$ cat src/rtl/multicycle_controller.sv
// -----------------------------------------------------------------------------
// multicycle_controller
//
// Multicycle control FSM for the 16-bit RISC datapath. Each instruction is
// sequenced through IF/ID/EX/MEM/WB, with short paths for branches, NOPs and
// stores. HLT parks the controller in HALT with done=1 until reset.
//
// State | meaning
// ------+-------------------------------------------------------------
// IF    | fetch: load instruction buffer
// ID    | decode; branches, NOP/OutR and HLT finish here
// EX    | ALU operation / address generation
// MEM   | memory access or write-back source select; stores finish here
// WB    | register-file write, PC update
// HALT  | halted, done=1, waits for reset
//
// Ports
//   clk          in   system clock, rising edge
//   Rst          in   asynchronous active-low reset
//   opcode       in   5-bit instruction opcode (valid from ID onward)
//   ALUopcode    in   2-bit ALU sub-op for opcode 00000
//   PSW_NZC      in   registered flags {N,Z,C}
//   Buff_MEMIns  out  load instruction buffer
//   ALUorNot, LIorMOV, MEMresource, WE_MEM            out  memory stage
//   WBresource, RBresource, oprandB, LI, PCplus1orWB,
//   WE_RF                                             out  register file
//   Flag, ALUop, Buff_PSW                             out  ALU / flags
//   Branch       out  take PC-relative branch
//   Jump         out  reserved, always 2'b00
//   Buff_PC      out  update PC
//   done         out  high while halted
// -----------------------------------------------------------------------------
module multicycle_controller (
    input  logic       clk,
    input  logic       Rst,
    input  logic [4:0] opcode,
    input  logic [1:0] ALUopcode,
    input  logic [2:0] PSW_NZC,
    output logic       Buff_MEMIns,
    output logic       ALUorNot,
    output logic       LIorMOV,
    output logic       MEMresource,
    output logic       WE_MEM,
    output logic       WBresource,
    output logic       RBresource,
    output logic       oprandB,
    output logic       LI,
    output logic       PCplus1orWB,
    output logic       WE_RF,
    output logic       Flag,
    output logic       ALUop,
    output logic       Buff_PSW,
    output logic       Branch,
    output logic [1:0] Jump,
    output logic       Buff_PC,
    output logic       done
);

    typedef enum logic [2:0] {
        S_IF   = 3'd0,
        S_ID   = 3'd1,
        S_EX   = 3'd2,
        S_MEM  = 3'd3,
        S_WB   = 3'd4,
        S_HALT = 3'd5
    } state_t;

    localparam logic [4:0] OP_ALU   = 5'b00000;
    localparam logic [4:0] OP_LHI   = 5'b00001;
    localparam logic [4:0] OP_LLI   = 5'b00010;
    localparam logic [4:0] OP_LDRRI = 5'b00011;
    localparam logic [4:0] OP_LDRRR = 5'b00100;
    localparam logic [4:0] OP_STRRI = 5'b00101;
    localparam logic [4:0] OP_STRRR = 5'b00110;
    localparam logic [4:0] OP_ADDI  = 5'b00111;
    localparam logic [4:0] OP_SUBI  = 5'b01000;
    localparam logic [4:0] OP_MOV   = 5'b01001;
    localparam logic [4:0] OP_BCC   = 5'b11000;
    localparam logic [4:0] OP_BCS   = 5'b11001;
    localparam logic [4:0] OP_BNE   = 5'b11010;
    localparam logic [4:0] OP_BEQ   = 5'b11011;
    localparam logic [4:0] OP_BAL   = 5'b11100;
    localparam logic [4:0] OP_HLT   = 5'b11111;

    state_t state_q, state_d;

    logic is_alu, is_lhi, is_lli, is_ldr, is_str, is_addi, is_subi, is_mov;
    logic is_branch, is_hlt, is_exec, is_imm;
    logic br_cond;
    logic flag_c, flag_z;
    logic unused_flag_n;

    assign flag_c        = PSW_NZC[0];
    assign flag_z        = PSW_NZC[1];
    assign unused_flag_n = PSW_NZC[2];

    assign is_alu    = (opcode == OP_ALU);
    assign is_lhi    = (opcode == OP_LHI);
    assign is_lli    = (opcode == OP_LLI);
    assign is_ldr    = (opcode == OP_LDRRI) || (opcode == OP_LDRRR);
    assign is_str    = (opcode == OP_STRRI) || (opcode == OP_STRRR);
    assign is_addi   = (opcode == OP_ADDI);
    assign is_subi   = (opcode == OP_SUBI);
    assign is_mov    = (opcode == OP_MOV);
    assign is_hlt    = (opcode == OP_HLT);
    assign is_branch = (opcode == OP_BCC) || (opcode == OP_BCS) ||
                       (opcode == OP_BNE) || (opcode == OP_BEQ) ||
                       (opcode == OP_BAL);

    // Instructions that continue past ID; everything unrecognised is a NOP.
    assign is_exec = is_alu || is_lhi || is_lli || is_ldr || is_str ||
                     is_addi || is_subi || is_mov;
    // Immediate forms select the sign-extended immediate as operand B.
    assign is_imm  = (opcode == OP_LDRRI) || (opcode == OP_STRRI) ||
                     is_addi || is_subi;

    // BAL is encoded as a branch but never asserts Branch.
    always_comb begin
        br_cond = 1'b0;
        unique case (opcode)
            OP_BCC:  br_cond = ~flag_c;
            OP_BCS:  br_cond = flag_c;
            OP_BNE:  br_cond = ~flag_z;
            OP_BEQ:  br_cond = flag_z;
            default: br_cond = 1'b0;
        endcase
    end

    always_ff @(posedge clk or negedge Rst) begin
        if (!Rst) begin
            state_q <= S_IF;
        end else begin
            state_q <= state_d;
        end
    end

    always_comb begin
        state_d     = state_q;
        Buff_MEMIns = 1'b0;
        ALUorNot    = 1'b0;
        LIorMOV     = 1'b0;
        MEMresource = 1'b0;
        WE_MEM      = 1'b0;
        WBresource  = 1'b0;
        RBresource  = 1'b0;
        oprandB     = 1'b0;
        LI          = 1'b0;
        PCplus1orWB = 1'b0;
        WE_RF       = 1'b0;
        Flag        = 1'b0;
        ALUop       = 1'b0;
        Buff_PSW    = 1'b0;
        Branch      = 1'b0;
        Jump        = 2'b00;
        Buff_PC     = 1'b0;
        done        = 1'b0;

        unique case (state_q)
            S_IF: begin
                Buff_MEMIns = 1'b1;
                state_d     = S_ID;
            end

            S_ID: begin
                if (is_branch) begin
                    Branch  = br_cond;
                    Buff_PC = 1'b1;
                    state_d = S_IF;
                end else if (is_hlt) begin
                    Buff_PC = 1'b1;
                    state_d = S_HALT;
                end else if (is_exec) begin
                    RBresource = is_lhi;
                    LI         = is_lhi;
                    oprandB    = is_imm;
                    state_d    = S_EX;
                end else begin
                    Buff_PC = 1'b1;
                    state_d = S_IF;
                end
            end

            S_EX: begin
                if (is_alu) begin
                    // ALUopcode[0] selects carry-in (ADC/SBB), [1] selects subtract.
                    Flag     = ALUopcode[0];
                    ALUop    = ALUopcode[1];
                    Buff_PSW = 1'b1;
                end else if (is_addi) begin
                    Buff_PSW = 1'b1;
                end else if (is_subi) begin
                    ALUop    = 1'b1;
                    Buff_PSW = 1'b1;
                end else if (is_str) begin
                    // Store data comes through the second read port.
                    RBresource = 1'b1;
                end
                state_d = S_MEM;
            end

            S_MEM: begin
                state_d = S_WB;
                if (is_lhi || is_lli) begin
                    ALUorNot = 1'b1;
                end else if (is_mov) begin
                    ALUorNot = 1'b1;
                    LIorMOV  = 1'b1;
                end else if (is_ldr) begin
                    MEMresource = 1'b1;
                end else if (is_str) begin
                    MEMresource = 1'b1;
                    WE_MEM      = 1'b1;
                    Buff_PC     = 1'b1;
                    state_d     = S_IF;
                end
            end

            S_WB: begin
                WE_RF       = 1'b1;
                Buff_PC     = 1'b1;
                PCplus1orWB = 1'b1;
                WBresource  = is_ldr;
                state_d     = S_IF;
            end

            S_HALT: begin
                done = 1'b1;
            end

            default: begin
                state_d = S_IF;
            end
        endcase
    end

endmodule

$ cat config.mk
export PLATFORM = sky130hd
export DESIGN_NAME = multicycle_controller
export DESIGN_NICKNAME = d
export VERILOG_FILES = /design/src/rtl/multicycle_controller.sv
export SDC_FILE = /design/constraint.sdc
export NUM_CORES = 1
export LEC_CHECK = 0
export ABC_CLOCK_PERIOD_IN_PS = 2900
export CAP_MARGIN = 20
export CORE_UTILIZATION = 35
export DETAILED_ROUTE_END_ITERATION = 16
export GPL_TIMING_DRIVEN = 0
export HOLD_SLACK_MARGIN = 0.1
export PLACE_DENSITY = 0.83
export SYNTH_ARGS = -nofsm -noshare
export SYNTH_HDL_FRONTEND = slang
export SYNTH_SLANG_ARGS = --single-unit
$ cat constraint.sdc
create_clock -name clk -period 2.9 [get_ports clk]
set_input_delay 0.29 -clock clk [delete_from_list [all_inputs] [get_ports clk]]
set_output_delay 0.29 -clock clk [all_outputs]
set_load 0.1 [all_outputs]
Yosys cells after proc, flatten, opt, wreduce, memory -nomap -nowiden
Index checks and enable logic that the tools add are counted.
- register bits after elaboration: 3
- input bits: 12
- output and inout port bits: 19
- logic and storage cells: 96
- equality and inequality tests: 20
- multiplexer cells: 54
- bitwise logic cells: 2
- reduce and logical (&&, ||, !) cells: 19
- operators with widths (cell ; count):
    1-bit two-way mux ; 43
    5-bit equality test (second input constant) ; 6
    5-bit by 3-bit equality test with 1-bit output (second input constant) ; 4
    3-bit two-way mux ; 6
    1-bit logical OR ; 17
    3-bit case mux with 5 select lines ; 1
    5-bit by 2-bit equality test with 1-bit output (second input constant) ; 2
    5-bit by 4-bit equality test with 1-bit output (second input constant) ; 2
    3-bit by 2-bit equality test with 1-bit output (second input constant) ; 2
    3-bit equality test (second input constant) ; 2
    5-bit by 1-bit equality test with 1-bit output (second input constant) ; 1
    5-bit logical NOT ; 1
    1-bit case mux with 4 select lines ; 1
    3-bit by 1-bit equality test with 1-bit output (second input constant) ; 1
    3-bit logical NOT ; 1
    1-bit case mux with 3 select lines ; 1
    2-bit two-way mux ; 1
    1-bit NOT ; 2
    1-bit case mux with 2 select lines ; 1

Logic depth before layout (Yosys ltp)
- depth in word-level cells: 12
- depth in mapped cells: 4
- mapped depth without buffers: 3

Worst setup path before layout
Ideal clock, no wire load.
- kind: reg-to-output
- from: register state_q[2]
- to: output port Buff_PC
- arrival: 4138 ps
- required time: 2610 ps
- slack: -1528 ps
- stages on the path, launching flop included: 5
- path buffers: 1
- cells stage by stage: dfrtp_1 -> clkbuf_1 -> nor3b_1 -> a211oi_1 -> o21ai_0
- word-level cells in the longest chain between the ends: 2
- elaborated cells on any way between the ends: 4
- those cells by class: 3 x eq/ne; 1 x mux
- RTL lines (element ; RTL line ; RTL):
    start: declaration ; 85 ; state_t state_q, state_d;
    start signal: assignment ; 133 ; state_q <= state_d;
    3-bit equality test (tied with other cells) ; 158 ; unique case (state_q)
    1-bit case mux with 3 select lines (*) ; 158 ;
    end: declaration ; 55 ; output logic Buff_PC,
Every way passes the cells marked *; elsewhere a longest branch is shown, timed or not.

Worst setup path in the final report
- from: input port opcode[4]
- to: output port Buff_PC
- word-level cells in the longest chain between the ends: 12
- elaborated cells on any way between the ends: 38
- those cells by class: 15 x eq/ne; 8 x mux; 15 x reduce/logical
- RTL lines (element ; RTL line ; RTL):
    start: declaration ; 36 ; input logic [4:0] opcode,
    5-bit by 1-bit equality test with 1-bit output or 5-bit logical NOT (tied branches) ; 98, 97 ;
    1-bit logical OR (5 in a row) ; 111 ; assign is_exec = is_alu || is_lhi || is_lli || is_ldr || is_str ||
    1-bit logical OR (2 in a row) ; 112 ; is_addi || is_subi || is_mov;
    1-bit two-way mux ; 172 ; end else if (is_exec) begin
    1-bit two-way mux ; 169 ; end else if (is_hlt) begin
    1-bit two-way mux ; 165 ; if (is_branch) begin
    1-bit case mux with 3 select lines (*) ; 158 ;
Marked as above.

==> flow_summary.ini <==
[clock_tree]
cts.sinks = 3
cts_tree = built
clk_latency_ns = 0.23
htreeDepth = 1
postCtsHoldBufs = 0
numCtsBuffers = 3
clk_pin_slew_worst_paths_ns = 0.04
cts_max_path_buffers = 2
post_cts_buffers = 0
root_buffer = clkbuf_4

[yosys]
synth_area_leaders = dfrtp_1 (15%), buf_4 (5.8%), nor3b_1 (5.8%)
synth_edf_count = 0
ys_ff_latch = 3
yosysWarningCount = 0
synthCells = 74
synth_flop_cell = dfrtp_1
ys_seq_area_share_pct = 14.5
netlist.area_leader.share_pct = 14.5
synth_area_leader_cell = dfrtp_1
synth_common_cells = nand2_1 (6), nor2_1 (6)
syn_avg_cell_area_um2 = 6.98
ys_async_sr_fraction_pct = 100
netlist_area_um2 = 517
synth_cell_types = 37

[routing]
num_vias = 645
viasPerCell = 5.42
finalWirelength_um = 1450
wl_per_cell_um = 12.2
drt_iter0_markers = 9
final_antenna_net_count = 0
dr.pass1.iters = 4
drcViolationCount = 0

[sta]
relSlewSlack_pct = 34.7
report.final.hold_viol_count = 0
timing.setup.tns_ns = 0
report.final.slew_viol_count = 0
holdWs_ns = 0.243
fmaxAchievable_ghz = 0.352
period_share_pct = 98.0
grt_setup_unrepaired = no
worst_pin_slew_ns = 0.978
skew_ns = 0.00272
setup_viol = 0
period_needed_ns = 2.84

[cells_and_area]
final_area_um2 = 822
drive_above_1_share_pct = 20.2
fin_nets = 117
syn_to_final_growth_pct = 59.1
n_antenna_cell = 0
largest_reg_flops = 3
regMostFlops = state_q
top_regs = state_q (3)

[die]
core_um2 = 1330
initial_core_util_pct = 38.7
die_w_um = 40.4
fp-row-count = 13
io_pins = 31
die_h_um = 40.4
dieArea_um2 = 1630

[global_route]
grt_use_total_pct = 18.2
grt_overflow = 0
grt_pass1_wl_um = 1980
grt_max_degree = 11
antenna_found_initial = 0
grt_pass1_vias = 495

[critical_path]
setup.worst_path.end_class = output pin
slowest_stage = dlygate4sd2_1
cp.required_ns = 2.61
cp_cell_sequence = clkdlybuf4s50_1 > clkbuf_1 > nor4bb_1 > a211oi_1 > o21ai_0 > dlygate4sd2_1
cp_top_family = buffers and inverters
critPathKind = in -> out
critPathLaunchType = input port
cp_max_fo = 10
cpPeakStageDelay_ns = 0.87
arrival_ns = 2.55
crit_buf_inv = 3

[place]
portBuffers = 25
dp_hpwl_um = 1050
place_area_um2 = 810
globalplace.congestion = 0.827

[power_and_ir_drop]
ir_drop_uv = 802
cellLeakagePower_nw = 0.406
powerDensity_nw_per_um2 = 832
finalPower_uw = 684

[run]
maxCapViolations = 0

[worst_hold_path]
hold_path_class = in -> async

[status]
status = finished, final reports clean
[where the power goes]
| group | internal, mW | switching, mW |
|---|---|---|
| clock network | 0.0515 | 0.0215 |
| logic | 0.138 | 0.403 |
| registers | 0.0606 | 0.00897 |
[cell families (layout without fill, tap and decap cells)]
kind of cell	after synthesis	count (layout)	synth area share, %
flops	3	3	14.5
compound gates	14	14	18.2
xor+xnor	3	3	5.09
mux	1	1	1.94
buf+inv	13	42	14.3
other cells	1	2	0.726
simple gates	39	39	45.3
[layout make-up]
type                    count  area (um2)
well taps                  15        18.8
inverters                   2        7.51
flip-flops and latches      3        75.1
fillers                   131         512
clock buffers               4        26.3
multi-input cells          59         392
repair buffers             25         236
plain buffers              11        66.3
[cells in the final DEF, fill, tap and decap left out, types with 3 or more instances in the layout]
cell type        synthesis  routed
clkbuf_1                 4       5
o21ai_0                  3       3
nor4_1                   3       3
dfrtp_1                  3       3
clkbuf_4                 0       3
dlygate4sd2_1            0       6
nand2_1                  6       6
dlymetal6s2s_1           0       3
clkbuf_2                 0       3
a21oi_1                  4       4
and3_1                   3       3
clkdlybuf4s50_1          0      12
buf_4                    4       4
nor2_1                   6       6
[routing by layer]
metal / up-vias / track usage (%) / wire length [um]
li1: 319 / - / -
met5: - / 0 / 0
met1: 291 / 22.8 / 588
met3: 3 / 3.33 / 129
met2: 32 / 30.2 / 722
met4: 0 / 7.50 / 13
[worst register-to-register path, cell delays in order, from the launching register on]
cell      delay [ns]
dfrtp_1         0.37
clkbuf_1        0.20
and4b_1         0.25
a21oi_1         0.17
o21ai_0         0.11
[metrics by stage]
step                      setup slack [ns]  util [%]  cells
after floorplan                      -1.07         -     75
after global placement              -0.323      60.7    115
after detailed placement            -0.334      60.7    115
after CTS                           0.0108      61.9    119
after global routing               0.00367      61.6    119
final                               0.0588      61.6    119
[path summary, 6_finish.rpt]
check                                 from    endpoint  slack, ns  cells after the start
worst max-delay path             opcode[4]     Buff_PC       0.06                      6
worst min-delay path                   Rst  state_q[1]       0.24                      1
worst max register to register  state_q[0]  state_q[0]       1.65                      4
worst min register to register  state_q[0]  state_q[1]       0.70                      3
max in group asynchronous              Rst  state_q[2]       2.51                      1
min in group clk                 opcode[3]  state_q[1]       0.57                      4
[what timing repair did]
item / in CTS / in global routing
hold endpoints to repair: 0 / 0
gates resized for setup: 12 / 10
pin swaps: 0 / 0
setup endpoints to repair: 10 / 6
Note: power is estimated with default switching activity, not from simulation.
